$ cat src/rtl/icache_direct_pkg.sv
// Shared LC-3b cache types: line/offset widths, index/tag widths, FSM state.
// Used by icache_direct and icache_control.
package lc3b_types;

    typedef logic [15:0]  lc3b_word;
    typedef logic [127:0] lc3b_cache_line;
    typedef logic [3:0]   lc3b_c_offset;

    localparam int DEF_NUM_SETS = 8;
    localparam int C_INDEX_W    = $clog2(DEF_NUM_SETS);
    localparam int C_TAG_W      = 12 - C_INDEX_W;

    typedef enum logic {
        S_IDLE,
        S_FILL
    } icache_state_t;

    function automatic lc3b_word line_word(
        input lc3b_cache_line line,
        input logic [2:0]     sel
    );
        return line[{sel, 4'b0000} +: 16];
    endfunction

endpackage

$ cat src/rtl/icache_direct_if.sv
// Fetch-side request bus and physical-memory line bus of the icache.
// slave: the cache; master: fetch stage plus memory.
interface icache_direct_if;

    logic [15:0]  icache_address;
    logic         icache_read;
    logic [15:0]  icache_rdata;
    logic         icache_resp;
    logic [15:0]  pmem_address;
    logic         pmem_read;
    logic [127:0] pmem_rdata;
    logic         pmem_resp;

    modport master (
        output icache_address, icache_read, pmem_rdata, pmem_resp,
        input  icache_rdata, icache_resp, pmem_address, pmem_read
    );

    modport slave (
        input  icache_address, icache_read, pmem_rdata, pmem_resp,
        output icache_rdata, icache_resp, pmem_address, pmem_read
    );

endinterface

$ cat src/rtl/icache_direct_control.sv
// IDLE/FILL controller: latches the miss line address, drives pmem_read
// and produces the line-load strobe and the response gate.
import lc3b_types::*;

module icache_control (
    input  logic        clk,
    input  logic        rst,
    input  logic        read,
    input  logic        hit,
    input  logic [11:0] line_addr,
    input  logic        pmem_resp,
    output logic        pmem_read,
    output logic [15:0] miss_addr,
    output logic        load_line,
    output logic        resp_gate,
    output logic        miss_start
);

    icache_state_t state;

    assign miss_start = (state == S_IDLE) && read && !hit;
    assign load_line  = (state == S_FILL) && pmem_resp;

    always_ff @(posedge clk) begin
        if (rst) begin
            state     <= S_IDLE;
            pmem_read <= 1'b0;
            miss_addr <= '0;
            resp_gate <= 1'b1;
        end else begin
            unique case (state)
                S_IDLE: begin
                    if (read && !hit) begin
                        state     <= S_FILL;
                        pmem_read <= 1'b1;
                        miss_addr <= {line_addr, 4'b0000};
                        resp_gate <= 1'b0;
                    end
                end
                S_FILL: begin
                    // The fill always completes for miss_addr; no abort.
                    if (pmem_resp) begin
                        state     <= S_IDLE;
                        pmem_read <= 1'b0;
                        miss_addr <= '0;
                        resp_gate <= 1'b1;
                    end
                end
                default: state <= S_IDLE;
            endcase
        end
    end

endmodule

$ cat src/rtl/icache_direct.sv
// Direct-mapped read-only instruction cache with same-cycle hit response.
// Optional macro ICACHE_STATS_EN adds saturating hit/miss counters.
import lc3b_types::*;

module icache_direct #(
    parameter int NUM_SETS = DEF_NUM_SETS
) (
    input  logic              clk,
    input  logic              rst,
`ifdef ICACHE_STATS_EN
    output logic [15:0]       hit_count,
    output logic [15:0]       miss_count,
`endif
    icache_direct_if.slave    bus
);

    localparam int IW = $clog2(NUM_SETS);
    localparam int TW = 12 - IW;

    logic [IW-1:0]       idx;
    logic [TW-1:0]       tag;
    logic [IW-1:0]       fill_idx;
    logic [TW-1:0]       fill_tag;
    logic [15:0]         miss_addr;
    logic                hit;
    logic                pmem_read;
    logic                load_line;
    logic                resp_gate;
    logic                miss_start;
    logic                unused_bits;

    logic [NUM_SETS-1:0] valid;
    logic [TW-1:0]       tags  [NUM_SETS];
    lc3b_cache_line      lines [NUM_SETS];

    assign idx      = bus.icache_address[4 +: IW];
    assign tag      = bus.icache_address[15 -: TW];
    assign fill_idx = miss_addr[4 +: IW];
    assign fill_tag = miss_addr[15 -: TW];

    assign unused_bits = ^{bus.icache_address[0], miss_addr[3:0]};

    assign hit = bus.icache_read && valid[idx] && (tags[idx] == tag);

    assign bus.icache_resp  = hit && resp_gate;
    assign bus.icache_rdata = line_word(lines[idx], bus.icache_address[3:1]);
    assign bus.pmem_read    = pmem_read;
    assign bus.pmem_address = miss_addr;

    icache_control u_ctrl (
        .clk        (clk),
        .rst        (rst),
        .read       (bus.icache_read),
        .hit        (hit),
        .line_addr  (bus.icache_address[15:4]),
        .pmem_resp  (bus.pmem_resp),
        .pmem_read  (pmem_read),
        .miss_addr  (miss_addr),
        .load_line  (load_line),
        .resp_gate  (resp_gate),
        .miss_start (miss_start)
    );

    always_ff @(posedge clk) begin
        if (rst) begin
            valid <= '0;
        end else if (load_line) begin
            valid[fill_idx] <= 1'b1;
        end
    end

    // Tags and data carry no reset; valid alone qualifies them.
    always_ff @(posedge clk) begin
        if (load_line) begin
            tags[fill_idx]  <= fill_tag;
            lines[fill_idx] <= bus.pmem_rdata;
        end
    end

`ifdef ICACHE_STATS_EN
    always_ff @(posedge clk) begin
        if (rst) begin
            hit_count  <= '0;
            miss_count <= '0;
        end else begin
            if (bus.icache_resp && (hit_count != 16'hFFFF)) begin
                hit_count <= hit_count + 16'd1;
            end
            if (miss_start && (miss_count != 16'hFFFF)) begin
                miss_count <= miss_count + 16'd1;
            end
        end
    end
`endif

endmodule

$ cat src/flat_wrapper.sv
// flat-port wrapper written by rule: the top's interface ports become plain ports
module icache_direct_flat 
#(
    parameter int NUM_SETS = DEF_NUM_SETS
)
  (clk, rst, bus_icache_address, bus_icache_read, bus_pmem_rdata, bus_pmem_resp, bus_icache_rdata, bus_icache_resp, bus_pmem_address, bus_pmem_read);
  icache_direct_if bus_i ();
  input  logic clk;
  input  logic rst;
  input wire logic [$bits(bus_i.icache_address)-1:0] bus_icache_address;
  input wire logic [$bits(bus_i.icache_read)-1:0] bus_icache_read;
  input wire logic [$bits(bus_i.pmem_rdata)-1:0] bus_pmem_rdata;
  input wire logic [$bits(bus_i.pmem_resp)-1:0] bus_pmem_resp;
  output wire logic [$bits(bus_i.icache_rdata)-1:0] bus_icache_rdata;
  output wire logic [$bits(bus_i.icache_resp)-1:0] bus_icache_resp;
  output wire logic [$bits(bus_i.pmem_address)-1:0] bus_pmem_address;
  output wire logic [$bits(bus_i.pmem_read)-1:0] bus_pmem_read;
  assign bus_i.icache_address = bus_icache_address;
  assign bus_i.icache_read = bus_icache_read;
  assign bus_i.pmem_rdata = bus_pmem_rdata;
  assign bus_i.pmem_resp = bus_pmem_resp;
  assign bus_icache_rdata = bus_i.icache_rdata;
  assign bus_icache_resp = bus_i.icache_resp;
  assign bus_pmem_address = bus_i.pmem_address;
  assign bus_pmem_read = bus_i.pmem_read;
  icache_direct #(.NUM_SETS(NUM_SETS)) u_core (.clk(clk), .rst(rst), .bus(bus_i));
endmodule
$ cat config.mk
export PLATFORM = sky130hd
export DESIGN_NAME = icache_direct_flat
export DESIGN_NICKNAME = d
export VERILOG_FILES = /design/src/rtl/icache_direct_pkg.sv /design/src/rtl/icache_direct_if.sv /design/src/rtl/icache_direct_control.sv /design/src/rtl/icache_direct.sv /design/src/flat_wrapper.sv
export SDC_FILE = /design/constraint.sdc
export NUM_CORES = 1
export LEC_CHECK = 0
export ABC_AREA = 1
export BUFFER_PORTS_ARGS = -buffer_cell sky130_fd_sc_hd__buf_2
export CORE_UTILIZATION = 40
export DETAILED_ROUTE_END_ITERATION = 8
export HOLD_SLACK_MARGIN = 0.08
export PLACE_DENSITY = 0.62
export SLEW_MARGIN = 0
export SYNTH_ARGS = -nofsm -noshare
export SYNTH_HDL_FRONTEND = slang
export SYNTH_SLANG_ARGS = --single-unit
$ cat constraint.sdc
create_clock -name clk -period 12.1 [get_ports clk]
set_input_delay 3.63 -clock clk [delete_from_list [all_inputs] [get_ports clk]]
set_output_delay 3.63 -clock clk [all_outputs]
set_load 0.005 [all_outputs]
Yosys cells after proc, flatten, opt, wreduce, memory -nomap -nowiden
Memory sizes are Yosys's and may differ from the RTL's.
Index checks and enable logic that the tools add are counted.

storage, ports and cells
  bits of input ports = 148
  memories = 2
  output and inout port bits = 34
  word-level logic and storage cells = 42
  register bits after elaboration = 27
  memory bits (writable) = 1096

operators by class
  bitwise operators = 2
  equal/unequal tests = 3
  magnitude comparators = 3
  shift operators = 1
  reductions and logical operators = 8
  multiplexer cells = 18

memories
  name          words  bits a word  rd ports  clocked after Yosys merged registers in  wr ports  RTL line             RTL
  u_core.lines  8      128          1         0                                        1         icache_direct.sv:34  lc3b_cache_line lines [NUM_SETS];
  u_core.tags   8      9            1         0                                        1         icache_direct.sv:33  logic [TW-1:0] tags [NUM_SETS];

operators by type and width
  cell                  number
  $shiftx A128 B8 Y16   1
  $mux W16              2
  $pmux W16 S2          1
  $mux W1               10
  $eq A9 B9 Y1          1
  $lt A3 B4 Y1 const B  2
  $or A8 B8 Y8          1
  $logic_and A1 B1 Y1   6
  $pmux W1 S2           3
  $bmux W1 S3           1
  $demux W1 S3          1
  $ge A3 B1 Y1 const B  1
  $ne A2 B1 Y1 const B  1
  $ne A2 B2 Y1 const B  1
  $reduce_and A2 Y1     1
  $logic_not A1 Y1      1
  $not A1 Y1            1

Longest topological paths before layout
  depth after elaboration = 8
  depth in mapped cells = 17
  depth with buffers taken out = 14

Modules after synthesis
Synthesis repeated with hierarchy kept, for this count alone.

unflattened totals
  cells, all modules = 3609
  area, all modules = 44551.5 um2

by module, submodules not included
  module          area an instance (um2)  cells each  instances  seq. area each (um2)
  icache_direct   43872.1                 3532        1          33071.7
  icache_control  679.4                   77          1          300.3

Worst setup path after synthesis
Ideal clock, no wire load.

  kind = input to register
  start point = input bus_pmem_resp
  end point = memory u_core.lines[0][0] (netlist bit), enable pin
  setup time = 0.636 ns
  data required time = 11.464 ns
  cell stages on the path = 4
  setup slack = 1.813 ns
  path buffers = 0
  data arrival time = 9.650 ns
  cells stage by stage = nand2_1 -> nor2_1 -> inv_1 -> nor2_1

on the way
  cells in the longest elaborated chain, start to end = 3

ends and longest elaborated chain
  element                        RTL line                     RTL
  start: declaration             flat_wrapper.sv:13           input wire logic [$bits(bus_i.pmem_resp)-1:0] bus_pmem_resp;
  $logic_and A1 B1 Y1            icache_direct_control.sv:22  assign load_line = (state == S_FILL) && pmem_resp;
  $mux W1                        icache_direct.sv:74          if (load_line) begin
  $mux W1 (implied by the code)  icache_direct.sv:76          lines[fill_idx] <= bus.pmem_rdata;
  end: declaration               icache_direct.sv:34

Every way passes these cells.

Final worst setup path
  start point = input bus_icache_address[4]
  end point = output bus_icache_rdata[14]

on the way
  cells in the longest elaborated chain, start to end = 2

ends and longest elaborated chain
  element              RTL line                 RTL
  start: declaration   flat_wrapper.sv:10       input wire logic [$bits(bus_i.icache_address)-1:0] bus_icache_address;
  $mem_v2 Z8 W128      n/a
  $shiftx A128 B8 Y16  icache_direct_pkg.sv:22  return line[{sel, 4'b0000} +: 16];
  end: declaration     flat_wrapper.sv:14       output wire logic [$bits(bus_i.icache_rdata)-1:0] bus_icache_rdata;

Every way passes these cells.

==> metrics.md <==
| Metric | Value |
|---|---|
| Final Skew | `0.0227 ns` |
| Pwr Density | `163 nW/µm²` |
| Starting DRT DRC Count | `2,774` |
| Vias in the first global route | `26,000` |
| CTS Hold Bufs | `0` |
| Slack of the critical path | `1.65 ns` |
| CTS buffer count | `111` |
| Leak Pwr | `16.2 nW` |
| HPWL after DPL | `58,400 µm` |
| Mux share of post-synthesis cell area | `0` |
| Netlist Area Pre-Place | `44,000 µm²` |
| Remaining DRCs | `0` |
| GP Congestion | `0.748` |
| Crit path capture type | `primary output` |
| Yosys top cell area share | `0.747` |
| Comb pwr share | `0.057` |
| Synth Area in XOR/XNOR | `0` |
| CTS tree | `yes` |
| Setup Crit Path Kind | `primary input to primary output` |
| Part of the power in registers | `0.530` |
| Crit start category | `primary input` |
| Max clock buf depth | `3` |
| Layout cells sized above 1 | `0.110` |
| Finished layout cell area | `49,700 µm²` |
| Site Rows | `121` |
| Detail Route Antenna Nets | `0` |
| Final setup viols | `0` |
| Post-CTS Setup Bufs | `0` |
| Area leader, netlist | `edfxtp_1` |
| Status | `complete, no violations` |
| Total core area | `109,000 µm²` |
| Synth unique cells | `27` |
| Antenna violations before repair | `54` |
| H-tree depth | `3` |
| Worst vdd ir | `0.000132 V` |
| Die W | `334 µm` |
| RSZ-0062 raised after global routing | `false` |
| Layout area overhead | `12.8%` |
| Tightest Pin Transition | `1.10 ns` |
| Critical Path RT | `8.47 ns` |
| Global-route wire length before repair | `170,000 µm` |
| Seq cells post-synth | `1,119` |
| Clk_lat worst skew | `0.70 ns` |
| Max Freq | `0.0957 GHz` |
| Nets | `3,597` |
| Top Ports | `182` |
| Most frequent cells in the layout | `edfxtp_1 (1,096), nor2_1 (679), o21ai_0 (607)` |
| Post-synthesis sequential area ratio | `0.758` |
| Global-route usage over all layers | `0.205` |
| DRT Wirelength | `116,000 µm` |
| Final clock period utilization by the worst path | `0.864` |
| Cts repair resizes | `0` |
| Synth Area in Compound Gates | `0.127` |
| Share of synthesized cell area in and, or, nand and nor gates | `0.0825` |
| DRT Pass-1 Iters | `5` |
| Main combinational cell family by area after synthesis | `compound AO/OA/AOI/OAI gates` |
| Worst endpoint data arrival time | `6.82 ns` |
| Post-place setup slack | `1.70 ns` |
| Clock power share | `0.413` |
| Max Cap Violations | `0` |
| I/O Buffers | `176` |
| CTS clock-pin slew for the worst setup and hold paths | `0.06 ns` |
| TritonCTS Sinks | `1,119` |
| Worst rel slew slack | `0.266` |
| Final min period | `10.45 ns` |
| CTS Root Cell | `clkbuf_16` |
| Top area cells in the synthesized netlist | `edfxtp_1 (75%), o21ai_0 (6.9%), nor2_1 (5.9%), o22ai_1 (3.8%), clkbuf_1 (1.2%)` |
| DIE HEIGHT | `334 µm` |
| Grt ovf | `0` |
| Post-Syn Area per Cell | `13.1 µm²` |
| HP Class | `flip-flop to flip-flop` |
| Slew Viols, Final | `0` |
| Cell count after synthesis | `3,359` |
| Starting density of the core | `0.404` |
| Via count | `27,600` |
| Final Hold Viols | `0` |
| Setup TNS | `0 ns` |
| Via/cell ratio | `5.56` |
| Most common cell after layout, fill and taps aside | `edfxtp_1` |
| Placed instance area | `46,100 µm²` |
| Largest net degree at the start of global routing | `263` |
| Sw power | `1.78 mW` |
| Routed len/inst | `23.4 µm` |
| Yosys warnings | `0` |
| Core Util, Final | `0.456` |
| Sw Ratio | `0.220` |
| CP Max Fanout | `262` |
| Synth Area in Adders | `0` |
| P_int | `6.33 mW` |
| Die ar. | `111,000 µm²` |
==> path summary, 6_finish.rpt <==
| kind | startpoint | to | slack, ns | cells past startpoint |
|---|---|---|---|---|
| max reg2reg | u_core.u_ctrl.state | u_core.lines[1][23] | 8.57 | 6 |
| min reg2reg | u_core.u_ctrl.pmem_read | u_core.u_ctrl.pmem_read | 0.47 | 2 |
| min | u_core.u_ctrl.pmem_read | u_core.u_ctrl.pmem_read | 0.47 | 2 |
| max | bus_icache_address[4] | bus_icache_rdata[14] | 1.65 | 9 |
==> flip-flops by register name, summed over array words and instances, names as in the netlist <==
name,cells
u_core.lines,1024
u_core.tags,72
u_core.u_ctrl.miss_addr,12
u_core.valid,8
u_core.u_ctrl.pmem_read,1
u_core.u_ctrl.resp_gate,1
u_core.u_ctrl.state,1
==> layout make-up <==
class | count | area (µm²)
timing repair buffer | 220 | 1380
sequential | 1119 | 33400
multi-input combinational | 1929 | 9310
tap | 1414 | 1770
clock buffer | 143 | 2990
fill | 9636 | 59300
inverter | 68 | 284
clock inverter | 60 | 544
antenna | 16 | 40.0
==> stage by stage <==
stage | hold slack (ns) | instances | power (mW)
after global routing | 0.498 | 4960 | 8.35
final | 0.467 | 4969 | 8.11
after CTS | 0.467 | 4953 | 8.16
after detailed placement | 0.458 | 4750 | 4.84
after floorplan | 0.440 | 3362 | 4.65
after global placement | 0.450 | 4750 | 4.84
==> logic make-up (layout without fill, tap and decap cells) <==
group / Yosys count / count (layout)
buffers and inverters: 314 / 491
AND/OR/NAND/NOR: 928 / 928
flip-flops: 1119 / 1119
other: 1 / 20
AO/OA/AOI/OAI: 997 / 997
==> power groups by stage <==
stage | Clock [mW] | Sequential, mW | Combinational, mW
floorplan | 0 | 4.39 | 0.263
global placement | 0 | 4.38 | 0.455
detailed placement | 0 | 4.38 | 0.462
CTS | 3.40 | 4.30 | 0.463
global route | 3.55 | 4.30 | 0.508
finish | 3.35 | 4.30 | 0.462
==> Yosys cell counts <==
master / number
buf_1: 5
inv_1: 66
buf_2: 69
o22ai_1: 265
o211ai_1: 27
buf_6: 14
a21o_1: 1
or2_1: 4
nand3b_1: 6
inv_4: 2
dfxtp_1: 23
o21ai_1: 24
o21ai_0: 607
nand3_1: 84
nor2_1: 687
or2_2: 5
a21oi_1: 16
o21bai_4: 1
conb_1: 1
clkbuf_1: 144
o311ai_1: 4
o21bai_1: 10
edfxtp_1: 1096
nand2_1: 142
buf_4: 14
o221ai_1: 36
o311ai_0: 6
==> critical path, cell delays in order <==
cell and delay [ns]:
buf_8 0.19, inv_16 0.64, o21ai_0 0.22, o22ai_1 0.21
nor2_1 0.06, o311ai_0 0.89, nand3_1 0.35, nand2_1 0.27
buf_2 0.15
==> metal layers <==
metal | GRT usage | vias to the layer above | routed length (µm)
li1 | - | 12700 | -
met3 | 0.0536 | 218 | 9900
met1 | 0.274 | 13700 | 49100
met4 | 0.0729 | 40 | 2970
met2 | 0.321 | 959 | 54000
met5 | 0 | - | 229
(Power assumes the default switching activity.)
